$ cat config.mk
export PLATFORM = sky130hd
export DESIGN_NAME = demux256_bit_writer
export DESIGN_NICKNAME = d
export VERILOG_FILES = /design/src/rtl/demux256_bit_writer.sv
export SDC_FILE = /design/constraint.sdc
export NUM_CORES = 1
export LEC_CHECK = 0
export CAP_MARGIN = 20
export CORE_ASPECT_RATIO = 1.2
export CORE_MARGIN = 5
export CORE_UTILIZATION = 35
export DETAILED_ROUTE_END_ITERATION = 6
export MAX_ROUTING_LAYER = met4
export PLACE_DENSITY = 0.65
export SKIP_LAST_GASP = 1
export SYNTH_ARGS = -nofsm -noshare
export SYNTH_HDL_FRONTEND = slang
export SYNTH_SLANG_ARGS = --single-unit
$ cat constraint.sdc
create_clock -name clk -period 9.25 [get_ports clk]
set_input_delay 0.925 -clock clk [delete_from_list [all_inputs] [get_ports clk]]
set_output_delay 0.925 -clock clk [all_outputs]
set_load 0.005 [all_outputs]
$ cat src/rtl/demux256_bit_writer.sv
// 1-to-N bit-addressed writer: builds an N-bit word one bit per beat and hands it off by valid/ready.
// Latency: frame_valid one cycle after the closing write/flush; in HOLD writes are refused (in_ready=0) until frame_ready.
module demux256_bit_writer #(
  parameter int N     = 256,
  parameter int SEL_W = 8
) (
  input  logic             clk,
  input  logic             reset,
  input  logic             in_valid,
  output logic             in_ready,
  input  logic             din,
  input  logic [SEL_W-1:0] sel,
  input  logic             flush,
  output logic [N-1:0]     dout,
  output logic [N-1:0]     written,
  output logic [SEL_W:0]   count,
  output logic             frame_valid,
  input  logic             frame_ready
);

  typedef enum logic {S_FILL, S_HOLD} state_t;

  localparam logic [SEL_W:0] LP_FULL = (SEL_W+1)'(N);

  state_t           r_state;
  state_t           w_state_nxt;
  logic [N-1:0]     r_dout;
  logic [N-1:0]     r_written;
  logic [SEL_W:0]   r_count;

  logic             w_accept;
  logic             w_new_idx;
  logic             w_handover;
  logic [N-1:0]     w_wen;
  logic [N-1:0]     w_dout_nxt;
  logic [N-1:0]     w_written_nxt;
  logic [SEL_W:0]   w_count_nxt;

  assign w_accept   = (r_state == S_FILL) && in_valid;
  assign w_new_idx  = w_accept && !r_written[sel];
  assign w_handover = (r_state == S_HOLD) && frame_ready;

  // One-hot write enable decoded from sel; all-zero when no beat is accepted.
  assign w_wen = w_accept ? ({{(N-1){1'b0}}, 1'b1} << sel) : '0;

  always_comb begin
    w_state_nxt   = r_state;
    w_dout_nxt    = (r_dout & ~w_wen) | (din ? w_wen : '0);
    w_written_nxt = r_written | w_wen;
    w_count_nxt   = r_count + {{SEL_W{1'b0}}, w_new_idx};
    case (r_state)
      S_FILL: begin
        if (w_count_nxt == LP_FULL) begin
          w_state_nxt = S_HOLD;
        end else if (flush && (w_count_nxt != '0)) begin
          w_state_nxt = S_HOLD;
        end
      end
      S_HOLD: begin
        if (w_handover) begin
          w_state_nxt   = S_FILL;
          w_written_nxt = '0;
          w_count_nxt   = '0;
        end
      end
      default: w_state_nxt = S_FILL;
    endcase
  end

  always_ff @(posedge clk) begin
    if (reset) begin
      r_state   <= S_FILL;
      r_dout    <= '0;
      r_written <= '0;
      r_count   <= '0;
    end else begin
      r_state   <= w_state_nxt;
      r_dout    <= w_dout_nxt;
      r_written <= w_written_nxt;
      r_count   <= w_count_nxt;
    end
  end

  assign in_ready    = (r_state == S_FILL);
  assign frame_valid = (r_state == S_HOLD);
  assign dout        = r_dout;
  assign written     = r_written;
  assign count       = r_count;

endmodule
Word level (Yosys, flattened, before mapping)
Index checks and enable logic that the tools add are counted.
{ "word_totals": {"regBits": 522, "input_bits": 14, "out_inout_bits": 523, "word_cells": 31} }
{ "classes": {"addsub": 1, "n_lt_le_gt_ge": 1, "n_eq_ne": 1, "n_shift": 1, "muxes": 12, "bitwise": 5, "reduce_logical": 6} }
{ "op_table": {"columns": ["op", "n"], "rows": [
  ["$mux W256", 4],
  ["$or A256 B256 Y256", 2],
  ["$and A256 B256 Y256", 1],
  ["$not A256 Y256", 1],
  ["$shl A1 B8 Y256 const A", 1],
  ["$mux W9", 2],
  ["$add A9 B1 Y9", 1],
  ["$eq A9 B9 Y1 const B", 1],
  ["$lt A8 B9 Y1 const B", 1],
  ["$reduce_bool A9 Y1", 1],
  ["$bmux W1 S8", 1],
  ["$logic_and A1 B1 Y1", 4],
  ["$mux W1", 4],
  ["$pmux W1 S2", 1],
  ["$logic_not A1 Y1", 1],
  ["$not A1 Y1", 1]
]} }

Logic depth before layout (Yosys ltp)
Gate-level depths: netlist of the first run.
{ "logic_depth": {"depth_word": 10, "ltp_mapped": 18, "depth_no_buf": 14} }

Worst setup path before layout of the first run
OpenSTA, ideal clock, no wires.
{ "synth_timing": {"kind": "input-to-reg", "startpoint": "in sel[4]", "endpoint": "reg r_state (netlist: frame_valid)", "setup_time_ns": 0.132, "arrival_ns": 4.337, "required_time_ns": 9.118, "slack_ns": 4.781, "cell_stages": 13, "path_buffers": 3, "path_cell_list": "clkbuf_1 > buf_1 > clkbuf_1 > mux4_2 > a221oi_1 > nor3_2 > ha_1 > ha_1 > or4b_1 > a211o_1 > a221oi_1 > mux2i_1 > a21oi_1"} }
{ "synth_via": {"elab_chain_len": 10, "word_cells_on_any_way": 11, "classes_between": "add/sub (1); eq/ne (1); mux (5); reduce/logical (4)"} }
{ "synth_rtl": {"columns": ["element", "line", "rtl"], "rows": [
  ["from (decl)", "12", "input logic [SEL_W-1:0] sel,"],
  ["$bmux W1 S8 *", "40", "assign w_new_idx = w_accept && !r_written[sel];"],
  ["$mux W1 (not written as such) *", "40", null],
  ["$logic_not A1 Y1 *", "40", null],
  ["$logic_and A1 B1 Y1 *", "40", null],
  ["$add A9 B1 Y9 *", "50", "w_count_nxt = r_count + {{SEL_W{1'b0}}, w_new_idx};"],
  ["$reduce_bool A9 Y1", "55", "end else if (flush && (w_count_nxt != '0)) begin"],
  ["$logic_and A1 B1 Y1", "55", null],
  ["$mux W1", "55", null],
  ["$mux W1 *", "53", "if (w_count_nxt == LP_FULL) begin"],
  ["$pmux W1 S2 *", "51", "case (r_state)"],
  ["to (signal assigned)", "77", "r_state <= w_state_nxt;"],
  ["to (decl)", "25", "state_t r_state;"]
]} }
Every way passes the cells marked *; elsewhere a longest branch is shown, timed or not. The select of a mux whose other input is x is not followed.
A chain may end at the register's enable or synchronous reset.

Worst setup path after layout of the first run
{ "layout_timing": {"startpoint": "in sel[1]", "endpoint": "reg r_state (netlist: frame_valid)"} }
Same word-level chain as after synthesis.

==> summary.md, run 1 <==
| Metric | Value |
|---|---|
| Setup crit start kind | input port |
| DR vias | 20.8k |
| Setup repair after global routing missed its margin | false |
| GR peak layer | met2 |
| Req. time, crit path | around 9700 ps |
| Pre-antenna DRT Iters | 7 |
| Fraction of layout instances using a drive strength above 1 | 8.40% |
| GRT overflow | 0 |
| Worst-path clk slew | 60 ps |
| Outcome | finished clean |
| I/O pin total | 537 |
| Crit Path Category | input port to flop |
| Tightest Pin Transition | around 1100 ps |
| CTS tree | yes |
| Clock sink total | about 520 |
| H-tree depth | 2 |
| Switching share of power | 24.7% |
| Clock buffer depth | 3 |
| # nets final | 2876 |
| Die area | about 64000 um2 |
| Pin count of the biggest net entering global routing | 165 |
| First-pass GRT wire length | ~140 mm |
| Gr usage total | 29.6% |
| Setup crit end kind | flop |
| Pleak | 9.38 nW |
| Fin. max-slew vios | 0 |
| Register area share after synthesis | 50.8% |
| Core Area | 58400 um2 |
| Vias in the first global route | 19.6k |
| CTS Root Cell | clkbuf_16 |
| Post-route ant nets | 0 |
| Setup violators final | 0 |
| Fmax achieved | roughly 190 MHz |
| Critical path buffers and inverters | 2 |
| Port Buffers | 536 |
| Met3 usage | 7.78% |
| Ys async rst share | 0% |
| Clk Latency, worst-skew pair | roughly 610 ps |
| Die Ht | 276 um |
| WL final | 96.9 mm |
| Initial Utilization | between 30% and 40% |
| DRC errors left | 0 |
| HPWL Detailed | 70.7 mm |
| Yosys top cell by area | dfxtp_1 |
| Final GP Congestion | 0.928 |
| Worst slew margin | approximately a quarter |
| Final hold violations | 0 |
| Initial antenna violation count | 1 |
| Setup tns final | 0 ps |
| Power per cell area | 167 nW/um2 |
| Dpl ws | ~3200 ps |
| Avg WL per Cell | 26.2 um |
| Mapped Area | roughly 21000 um2 |
| Post-CTS Setup Bufs | 0 |
| Synthesized flop and latch total | ~520 |
| Global routing usage on met1 | 34.9% |
| Row Count | 97 |
| Vias per cell | ~5.6 |
| DIE WIDTH | 231 um |
| Final Cycle Share | 57.8% |
| Switching power | 1.17 mW |
| Worst-path maximum fanout | 43 |
| VDD IR max | 0.138 mV |
| Met2 GRT Util | 48.4% |
| Area growth, synth to finish | 37.5% |
| CP cell instances | buf_4 > buf_4 > mux4_2 > o211ai_1 > o311ai_0 > nor4_1 > o211ai_1 > nor3_2 > ha_1 > nand2_1 > or4b_1 > a211o_1 > a221oi_1 > mux2i_1 > a21oi_1 |
| Yosys warns | 0 |
| Worst EP arrival | 5840 ps |
| Avg Cell Area, Syn | 8.47 um2 |
| Crit-path slowest cell | mux4_2 |
| Num CTS Buffers | 53 |
| Area contributors post-synth | dfxtp_1 51%, a21oi_1 9.8%, nor2_1 8.8% |
| Number of enable flip-flop cells after synthesis | 0 |
| Clock skew | 11.5 ps |
| Syn nets | 2446 |
| Logic gate share of total power | under 10% |
| Cells after Synth | between 2k and 2.5k |
| Iteration-0 DRC Markers | around 2.6k |
| Synth top area share | 50.8% |
| Most frequent cell after synthesis | dfxtp_1 |
| Setup ws final | 3900 ps |
| Commonest cells in the netlist | 522 x dfxtp_1, 483 x nor2_1, 402 x a21oi_1 |
| CP peak stage delay | 610 ps |
| Main synth FF type | dfxtp_1 |
| Fill cell count | 5543 |
| Count of cell types in the netlist | between 50 and 60 |
| Period minus WS final | 5350 ps |
| Post-CTS Resized | 0 |
| CTS Hold Bufs | 0 |
| Footprint of the multi-input gates | 9310 um2 |
| Largest delay share family, worst path | simple AND/OR/NAND/NOR gates |
| Max Cap Violations | 0 |
| Sequential share of power | between 40 and 50% |
| Storage cell area | 10500 um2 |
| HP Class | flop to flop |
| Power Internal | between 3 and 4 mW |
| Clock share of power | a little under half |
-- worst reg2reg max path, stage by stage, from the launching register on --
cell and delay [ps]:
dfxtp_1 370, mux4_2 470, mux2i_1 380, nor3_1 90, nor4_1 490, o211ai_1 190, nor3_2 310, ha_1 260
nand2_1 130, or4b_1 540, a211o_1 270, a221oi_1 330, mux2i_1 230, a21oi_1 80
-- kinds of logic after synthesis --
group                    synth area share (%)
AO/OA/AOI/OAI                            17.0
XOR/XNOR                                0.298
adder cells (fa/ha/maj)                 0.122
buffers and inverters                    4.32
flip-flops                               50.8
multiplexers                             8.77
AND/OR/NAND/NOR                          18.7
-- worst paths after layout --
path / start / endpoint / slack, ps / cells past startpoint
hold / removal: flop / flop / 460 / 2
setup reg to reg: written[173] / frame_valid / 4980 / 13
hold reg to reg: flop / flop / 460 / 2
setup / recovery: sel[1] / frame_valid / 3900 / 15
-- power groups by stage --
| stage | Combinational (mW) | Clock, mW | Sequential, mW |
|---|---|---|---|
| 2_1_floorplan | 0.168 | 0 | 2.31 |
| 3_3_place_gp | 0.260 | 0 | 2.31 |
| 3_5_place_dp | 0.264 | 0 | 2.31 |
| 4_1_cts | 0.264 | 2.21 | 2.26 |
| 5_1_grt | 0.287 | 2.30 | 2.26 |
| 6_report | 0.272 | 2.18 | 2.26 |
-- routing by layer --
metal	vias up	wire length (um)	share of wire (%)
li1	9228	-	-
met4	0	4730	4.9
met5	-	0	0
met1	10100	36100	37
met2	1196	46500	48
met3	236	9620	9.9
-- layout by cell type (no fill, tap or decap), types with 4 or more instances in the layout --
master and count:
nor2_2 13, nor3_1 5, nor2b_1 11, clkinv_2 17
nor3_2 9, mux2i_1 27, clkbuf_1 10, mux4_2 63
dfxtp_1 522, inv_1 4, clkbuf_16 53, o21a_1 24
o22ai_1 4, nor2_1 471, a211oi_1 4, and2_1 5
clkdlybuf4s50_1 530, o21ai_0 221, clkbuf_8 13, xnor2_1 5
buf_8 4, nand3_1 164, buf_4 41, a21oi_1 401
nor3b_1 4, nand2_1 206, nand2b_1 9, mux2_2 8
-- cell type report --
class | count | area share, %
clock buffer | 74 | 5.35
timing repair buffer | 582 | 20.4
antenna | 2 | 0.0177
sequential | 522 | 36.9
inverter | 5 | 0.0663
tap | 792 | 3.50
clock inverter | 26 | 0.840
multi-input combinational | 1696 | 32.9
-- through the flow --
stage               cell area (um2)  util, %  power [mW]  cells  hold slack (ps)
floorplan                     20600        -        2.48   2430              453
global placement              26400     45.3        2.57   3590              444
detailed placement            26500     45.3        2.58   3593              448
CTS                           28200     48.3        4.74   3693              457
global route                  28300     48.5        4.85   3699              480
finish                        28300     48.5        4.72   3699              455
Note: power is estimated with default switching activity, not from simulation.
==> inputs of run 2 (changes only) <==
==> constraint.sdc (replaced) <==
create_clock -name clk -period 5.3 [get_ports clk]
set_input_delay 0.53 -clock clk [delete_from_list [all_inputs] [get_ports clk]]
set_output_delay 0.53 -clock clk [all_outputs]
set_load 0.005 [all_outputs]
==> run 2 against run 1 <==
The flow now finishes with violations (design-rule violations). Non-clock buffer count grew 19. Count of clock-buffer cells in the layout grew 4. Clock power grew 80%. Cell count grew 0.32%. Sequential power grew 74%. First-iteration DRC count shrank 7.7%. Global-route usage grew 0.62 points. Design area grew 0.70%. Die area is the same. Setup slack lost 3100 ps. Utilization grew 0.34 points.
==> summary.md, run 2 (synthesis gave the netlist of run 1 again) <==
| Metric | Value |
|---|---|
| Fin. max-slew vios | 0 (unchanged) |
| Port Buffers | 536 (unchanged) |
| Vias per cell | 5.62 (+0.11%) |
| CTS Hold Bufs | 0 (unchanged) |
| HP Class | flop to flop |
| Crit Path Category | input port to flop |
| Final hold violations | 0 (unchanged) |
| Post-route ant nets | 0 (unchanged) |
| First-pass GRT wire length | 140 mm (+1.7%) |
| Post-CTS Resized | 0 (unchanged) |
| CTS tree | yes |
| Outcome | finished with violations |
| Setup repair after global routing missed its margin | false |
| DRC errors left | 10 (+10) |
| VDD IR max | 0.228 mV (+65%) |
| Fmax achieved | 223 MHz |
| Num CTS Buffers | 52 (-1.9%) |
| Most frequent cells in the layout | 530 x clkdlybuf4s50_1, 522 x dfxtp_1, 471 x nor2_1 |
| Clock buffer depth | 3 (unchanged) |
| Pleak | 9.48 nW (+1.1%) |
| Clock sink total | 522 (unchanged) |
| Iteration-0 DRC Markers | 2382 (-7.7%) |
| DIE WIDTH | 231 um (unchanged) |
| Clock skew | 17.6 ps (+6.04 ps) |
| Avg WL per Cell | 26.6 um (+1.3%) |
| Setup tns final | 0 ps (unchanged) |
| GRT overflow | 0 (unchanged) |
| Worst-path maximum fanout | 31 (-28%) |
| Power per cell area | 293 nW/um2 (+76%) |
| Design area | 28500 um2 (+0.70%) |
| Worst-path clk slew | 60 ps (about the same) |
| Clk Latency, worst-skew pair | 610 ps (about the same) |
| Gr usage total | 30.3% (+0.62 points) |
| WL final | 98.5 mm (+1.6%) |
| Die area | 63800 um2 (unchanged) |
| Setup crit end kind | flop |
| Max Cap Violations | 0 (unchanged) |
| Worst slew margin | 24.9% (+0.31 points) |
| # nets final | 2894 (+0.63%) |
| Fraction of layout instances using a drive strength above 1 | 8.81% (+0.41 points) |
| Period minus WS final | 4480 ps |
| Tightest Pin Transition | 1120 ps (-7.59 ps) |
| Setup crit start kind | input port |
| Setup violators final | 0 (unchanged) |
| Req. time, crit path | 5740 ps (-4000 ps) |
| Vias in the first global route | 19.6k (+0.28%) |
| Area growth, synth to finish | 38.5% |
| Worst EP arrival | 4920 ps (-920 ps) |
| Row Count | 97 (unchanged) |
| Most common cell after layout, fill and taps aside | clkdlybuf4s50_1 |
| Initial Utilization | 35.2% (unchanged) |
| Post-CTS Setup Bufs | 0 (unchanged) |
| Initial antenna violation count | 2 (+1) |
| Final Cycle Share | 84.5% |
| Final GP Congestion | 0.979 (+5.6%) |
| HPWL Detailed | 72.7 mm (+2.9%) |
| Violated checks | design-rule violations |
| CTS Root Cell | clkbuf_16 |
| I/O pin total | 537 (unchanged) |
| DR vias | 20.9k (+0.43%) |
| Die Ht | 276 um (unchanged) |
| H-tree depth | 2 (unchanged) |
| Core Area | 58400 um2 (unchanged) |
| Pin count of the biggest net entering global routing | 140 (-15%) |
| Placement Cell Area | 26700 um2 (+0.78%) |
| Pre-antenna DRT Iters | 7 (unchanged) |
## run 2: final cells by class
| class | count | area, um2 |
|---|---|---|
| inverter | 5 | 18.8 |
| fill | 5456 | 29900 |
| timing repair buffer | 601 | 5930 |
| clock buffer | 78 | 1580 |
| clock inverter | 15 | 214 |
| antenna | 2 | 5.00 |
| multi-input combinational | 1696 | 9310 |
| tap | 792 | 991 |
| sequential | 522 | 10500 |
## run 2: routing by layer
layer  part of all wire, %  GRT usage (%)  vias up
met5                     0              -        -
met2                    48           48.9     1274
li1                      -              -     9261
met4                   5.4           13.5        0
met1                    36           35.6    10100
met3                    11           8.07      224
## run 2: critical path, stage by stage
cell      delay [ps]
buf_4            450
buf_4            370
mux4_2           350
mux2i_1          280
nor3_1           120
nor4_1           480
o211ai_1         190
nor3_2           320
ha_1             270
nand2_1          130
or4b_1           530
a211o_1          280
a221oi_1         290
mux2i_1          220
a21oi_1           80
## run 2: per-stage QoR
step	setup WS (ps)	util, %	cells	total power, mW	hold WS [ps]
after detailed placement	230	45.7	3614	4.52	452
after global placement	303	45.6	3610	4.51	444
after CTS	870	48.8	3707	8.39	461
final	820	48.8	3711	8.36	457
after floorplan	1230	-	2430	4.32	453
after global routing	601	48.8	3710	8.58	481
## run 2: final timing paths
kind | from | end | slack, ps | cells after the start
setup / recovery | sel[1] | frame_valid | 820 | 15
setup reg to reg | written[173] | frame_valid | 1090 | 13
hold / removal | flop | flop | 460 | 2
hold reg to reg | flop | flop | 460 | 2
## run 2: report_power, final
part / internal (mW) / total (mW) / switching [mW]
logic: 0.122 / 0.503 / 0.380
registers: 3.93 / 3.94 / 0.00968
clock network: 2.30 / 3.92 / 1.62
